--- src/rtl/uart_rx_if.sv ---
// uart_rx_if: parallel read port of the UART receiver.
//   rd        - read strobe from the bus side; consumes the byte in dout
//   dout      - last received byte
//   valid     - dout holds an unread byte
//   frame_err - last frame ended with a low stop bit
//   overrun   - an unread byte was overwritten by a newer one
//   busy      - receiver is somewhere inside a frame
// master = bus side, slave = receiver.
interface uart_rx_if;
    logic       rd;
    logic [7:0] dout;
    logic       valid;
    logic       frame_err;
    logic       overrun;
    logic       busy;

    modport master (output rd, input dout, valid, frame_err, overrun, busy);
    modport slave  (input rd, output dout, valid, frame_err, overrun, busy);
endinterface

--- src/rtl/uart_rx.sv ---
// uart_rx: 8N1 UART receiver with 16x oversampling and mid-bit sampling.
//   clk   - system clock (sys_clk Hz)
//   reset - synchronous, active-high
//   rx    - serial input, asynchronous to clk, idle high
//   bus   - read port (rd in; dout/valid/frame_err/overrun/busy out)
// Parameters: sys_clk (Hz), rate (bps); sys_clk/(rate*16) must be >= 1.
module uart_rx #(
    parameter int sys_clk = 27000000,
    parameter int rate    = 19200
) (
    input  logic     clk,
    input  logic     reset,
    input  logic     rx,
    uart_rx_if.slave bus
);
    localparam int          OS_DIV   = sys_clk / (rate * 16) - 1;
    localparam logic [31:0] OS_DIV_W = 32'(OS_DIV);

    typedef enum logic [2:0] {IDLE, START, DATA, STOP, WAIT_HIGH} state_t;

    state_t      state;
    logic        s1, s2;
    logic [31:0] os_cnt;
    logic        tick;
    logic [3:0]  scnt;
    logic [2:0]  bcnt;
    logic [7:0]  shreg;
    logic [7:0]  dout_r;
    logic        valid_r, ferr_r, ovr_r;

    assign tick = (os_cnt == OS_DIV_W);

    always_ff @(posedge clk) begin
        if (reset) begin
            state   <= IDLE;
            s1      <= 1'b1;
            s2      <= 1'b1;
            os_cnt  <= '0;
            scnt    <= '0;
            bcnt    <= '0;
            shreg   <= '0;
            dout_r  <= '0;
            valid_r <= 1'b0;
            ferr_r  <= 1'b0;
            ovr_r   <= 1'b0;
        end else begin
            s1 <= rx;
            s2 <= s1;
            os_cnt <= tick ? '0 : os_cnt + 32'd1;

            if (bus.rd && valid_r) begin
                valid_r <= 1'b0;
                ovr_r   <= 1'b0;
            end

            if (tick) begin
                case (state)
                    IDLE: begin
                        if (!s2) begin
                            state <= START;
                            scnt  <= '0;
                        end
                    end
                    START: begin
                        scnt <= scnt + 4'd1;
                        // scnt reaches 7 on this tick: middle of the start bit,
                        // so later samples land at 7 + 16(k+1) ticks after detection.
                        if (scnt == 4'd6) begin
                            if (!s2) begin
                                state <= DATA;
                                scnt  <= '0;
                                bcnt  <= '0;
                            end else begin
                                state <= IDLE;   // glitch, nothing reported
                            end
                        end
                    end
                    DATA: begin
                        scnt <= scnt + 4'd1;     // wraps to 0 on the sample tick
                        if (scnt == 4'd15) begin
                            shreg <= {s2, shreg[7:1]};
                            bcnt  <= bcnt + 3'd1;
                            if (bcnt == 3'd7) state <= STOP;
                        end
                    end
                    STOP: begin
                        scnt <= scnt + 4'd1;
                        if (scnt == 4'd15) begin
                            if (s2) begin
                                // Delivery overrides the read-clear above: a read in
                                // the same cycle consumes the old byte, so no overrun.
                                dout_r  <= shreg;
                                valid_r <= 1'b1;
                                ferr_r  <= 1'b0;
                                ovr_r   <= valid_r && !bus.rd;
                                state   <= IDLE;
                            end else begin
                                ferr_r <= 1'b1;
                                state  <= WAIT_HIGH;
                            end
                        end
                    end
                    WAIT_HIGH: begin
                        if (s2) state <= IDLE;
                    end
                    default: state <= IDLE;
                endcase
            end
        end
    end

    assign bus.dout      = dout_r;
    assign bus.valid     = valid_r;
    assign bus.frame_err = ferr_r;
    assign bus.overrun   = ovr_r;
    assign bus.busy      = (state != IDLE);
endmodule

--- src/flat_wrapper.sv ---
// flat-port wrapper written by rule: the top's interface ports become plain ports
module uart_rx_flat 
#(
    parameter int sys_clk = 27000000,
    parameter int rate    = 19200
)
  (clk, reset, rx, bus_rd, bus_dout, bus_valid, bus_frame_err, bus_overrun, bus_busy);
  uart_rx_if bus_i ();
  input  logic clk;
  input  logic reset;
  input  logic rx;
  input wire logic [$bits(bus_i.rd)-1:0] bus_rd;
  output wire logic [$bits(bus_i.dout)-1:0] bus_dout;
  output wire logic [$bits(bus_i.valid)-1:0] bus_valid;
  output wire logic [$bits(bus_i.frame_err)-1:0] bus_frame_err;
  output wire logic [$bits(bus_i.overrun)-1:0] bus_overrun;
  output wire logic [$bits(bus_i.busy)-1:0] bus_busy;
  assign bus_i.rd = bus_rd;
  assign bus_dout = bus_i.dout;
  assign bus_valid = bus_i.valid;
  assign bus_frame_err = bus_i.frame_err;
  assign bus_overrun = bus_i.overrun;
  assign bus_busy = bus_i.busy;
  uart_rx #(.sys_clk(sys_clk), .rate(rate)) u_core (.clk(clk), .reset(reset), .rx(rx), .bus(bus_i));
endmodule
--- config.mk ---
export PLATFORM = sky130hd
export DESIGN_NAME = uart_rx_flat
export DESIGN_NICKNAME = d
export VERILOG_FILES = /design/src/rtl/uart_rx_if.sv /design/src/rtl/uart_rx.sv /design/src/flat_wrapper.sv
export SDC_FILE = /design/constraint.sdc
export NUM_CORES = 1
export LEC_CHECK = 0
export BUFFER_PORTS_ARGS = -buffer_cell sky130_fd_sc_hd__buf_2
export CORE_MARGIN = 1.5
export CORE_UTILIZATION = 54
export CTS_CLUSTER_SIZE = 16
export DETAILED_ROUTE_END_ITERATION = 16
export PLACE_DENSITY = 0.78
export SLEW_MARGIN = 5
export SYNTH_ARGS = -nofsm -noshare
export SYNTH_HDL_FRONTEND = slang
export SYNTH_SLANG_ARGS = --single-unit
--- constraint.sdc ---
create_clock -name clk -period 2 [get_ports clk]
set_input_delay 0.2 -clock clk [delete_from_list [all_inputs] [get_ports clk]]
set_output_delay 0.2 -clock clk [all_outputs]
set_load 0.02 [all_outputs]
==> results.tsv <==
stage	metric	value	unit
synthesis	synth-edff-count	0	
worst_setup_path	reg2reg_from	u_core.os_cnt[19]	
worst_hold_path	hold_start	rx	
global_routing	grt_overflow_total	0	
synthesis	synth-compound-area-share	6.84	%
route	ant_nets	0	
synthesis	yosys.area_share.simple	29.8	%
layout	synthToLayoutAreaGrowth	19.9	%
synthesis	synthFlopType	dfxtp_1	
layout	layout_common_cells	63 x dfxtp_1, 56 x nor2_1, 25 x buf_4	
layout	stdcell_area	3490	um2
worst_setup_path	end_kind	flop	
worst_setup_path	crit_type	reg2reg	
floorplan	io_pins	16	
synthesis	yosysTopAreaCell	dfxtp_1	
layout	post-route-util	67.8	%
place	placed_cell_area	3250	um2
clock_network	cts.sinks	63	
place	place.gp.congestion	0.903	
synthesis	synthAdderAreaFrac	2.58	%
sta	setup_viol	0	
worst_setup_path	crit_cells	5	
clock_network	root_buffer	clkbuf_8	
sta	fin_crit_sh	95.9	%
pwr	leakage	1.40	nW
place	port_buffers	15	
sta	fin_crit	1920	ps
job	drv_cap	0	
route	drt_iter0_drc	99	
worst_setup_path	crit_buf_inv	0	
layout	drive_gt1_share	21.5	%
pwr	irDropWorstVdd	0.502	mV
global_routing	grt_pass1_wl	10.5	mm
sta	tightest_slew	441	ps
worst_hold_path	hold-path-endpoint	u_core.s1	
sta	final-hold-violation-count	0	
route	drcViolationCount	0	
worst_setup_path	arrival	2200	ps
worst_setup_path	slowest_delay	460	ps
pwr	power	2.33	mW
route	wl	6.14	mm
floorplan	die_area	5840	um2
layout	seqCellArea	1260	um2
route	firstDrtPassIters	4	
worst_setup_path	critPathLaunchType	flop	
floorplan	dieHeight	76.4	um
route	via_per_inst	5.52	
floorplan	std_cell_rows	26	
worst_setup_path	worstPathMaxFanout	5	
floorplan	core	5140	um2
synthesis	avgSynthCellArea	9.09	um2
sta	fmax	522	MHz
pwr	cellPowerDensity	667	nW/um2
synthesis	syn_nets	330	
synthesis	netlist.area_leader.share	43.4	%
worst_setup_path	r2r_end	u_core.scnt[3]	
synthesis	synth.cell_area	2910	um2
synthesis	synthXorXnorAreaFrac	7.23	%
synthesis	asyncSetResetFlopFracSynth	0	%
sta	slew_headroom	70.4	%
worst_setup_path	rr_worst_depth	5	
global_routing	grt_usage	22.6	%
worst_setup_path	crit_slowest_cell	or4b_1	
synthesis	yosysWarnings	0	
outcome	outcome	finished, final reports clean	
global_routing	grt_max_degree	33	
clock_network	clk_pin_slew	70	ps
synthesis	synthMuxAreaShare	7.23	%
floorplan	die_w	76.4	um
layout	multiInputGateArea	1590	um2
synthesis	yosysSeqAreaShare	43.4	%
clock_network	htreeDepth	3	
worst_setup_path	r2r_setup_slack	80	ps
sta	fin_hold_ws	37.4	ps
layout	mostFrequentLayoutCell	dfxtp_1	
place	hpwl	4.20	mm
floorplan	initial_utilization	56.6	%
worst_hold_path	hold-path-cell-count	2	
global_routing	grt_pass1_vias	2331	
layout	antenna_cells	0	
clock_network	cts_tree	built	
sta	finClkSkew	8.85	ps
global_routing	grt_antenna_before_repair	0	
synthesis	synth_cells	320	
clock_network	numCtsBuffers	9	
worst_setup_path	crit_chain	nor4_2 -> nand4_2 -> nor4_4 -> or4b_1 -> a21oi_1	
worst_hold_path	hold_class	in2reg	
route	wl_per_cell	14.0	um
sta	slew_viol_final	0	
synthesis	synthTopCellsByArea	dfxtp_1 43%, mux2i_1 7.2%, nor2_1 7.2%, xor2_1 5.4%, nand4_1 3.7%	
clock_network	max-clock-path-buffers	2	
synthesis	synth_top_family_by_area	simple AND/OR/NAND/NOR gates	
worst_setup_path	crit_family	simple AND/OR/NAND/NOR gates	
route	route.vias.total	2413	
synthesis	synth_cell_types	46	
synthesis	synth_seq_cells	63	
worst_setup_path	cp.required	2280	ps
layout	fin_nets	372	
layout	fill_cells	449	
clock_network	clkLatencyLatePin	350	ps
clock_network	hold_buffers	0	
-- final cells by class --
class / instances / area share (%)
clock inverters: 7 / 1.65
clock buffers: 9 / 3.55
repair buffers: 44 / 9.58
well taps: 70 / 2.51
flip-flops and latches: 63 / 36.2
multi-input cells: 236 / 45.7
inverters: 8 / 0.861
-- power breakdown --
part | internal, mW | switching (mW)
sequential | 1.26 | 0.00410
combinational | 0.0223 | 0.0384
clock | 0.458 | 0.543
-- logic make-up (layout without fill, tap and decap cells) --
logic type                 count (synthesis)  count (layout)
and+or+nand+nor                          154             154
DFF                                       63              63
AOI/OAI and AO/OA                         31              31
xor gates and xnor gates                  24              24
muxes                                     21              21
buffers and inverters                     21              68
adders and majority gates                  6               6
-- how the worst max path moves through the flow --
stage,startpoint,endpoint,slack (ps)
finish,u_core.os_cnt[19],u_core.scnt[3],80
global route,u_core.os_cnt[19],u_core.scnt[2],-10
CTS,u_core.os_cnt[15],u_core.bcnt[1],30
detailed placement,u_core.os_cnt[15],u_core.bcnt[1],40
global placement,u_core.os_cnt[11],u_core.scnt[3],70
floorplan,u_core.os_cnt[0],u_core.bcnt[0],110
-- Yosys cell counts (all sizes together) (2+ instances only) --
library cell / number
nand3: 14
nor3: 4
nor2: 56
o41ai: 2
o31ai: 2
inv: 8
dfxtp: 63
nor4: 8
a21oi: 12
and4bb: 2
nand2: 18
nand3b: 2
o21ai: 7
mux2i: 21
nand4: 19
and3: 5
clkbuf: 6
and4: 3
or2: 3
and3b: 2
xnor2: 6
xor2: 18
buf: 7
ha: 6
nand2b: 4
or3: 10
-- sequential cells by signal, indices dropped and copies added, names as in the netlist --
signal                count
u_core.s2                 1
u_core.os_cnt            32
u_core.bus.valid          1
u_core.shreg              8
u_core.s1                 1
u_core.bus.overrun        1
u_core.state              3
u_core.scnt               4
u_core.bus.dout           8
u_core.bcnt               3
u_core.bus.frame_err      1
-- metrics by stage --
| stage | instances | setup WS (ps) | setup TNS (ps) |
|---|---|---|---|
| 5_1_grt | 437 | -10.3 | -18.5 |
| 3_5_place_dp | 418 | 43.0 | 0 |
| 6_report | 437 | 83.0 | 0 |
| 3_3_place_gp | 418 | 70.1 | 0 |
| 4_1_cts | 434 | 26.5 | 0 |
| 2_1_floorplan | 320 | 112 | 0 |
-- what timing repair did --
action / CTS / global route
setup buffers: 0 / 3
setup endpoints to repair: 0 / 18
resized for setup: 0 / 6
-- per-layer routing --
layer  part of all wire (%)  routed length [um]  vias to the layer above  GRT usage (%)
li1                       -                   -                     1214              -
met5                      0                   0                        -              0
met4                    1.6                  99                        0           10.0
met1                     48                2950                     1157           28.6
met2                     47                2900                       31           35.5
met3                    3.0                 187                       11           6.71
No activity file was read; power rests on OpenSTA's default activity.
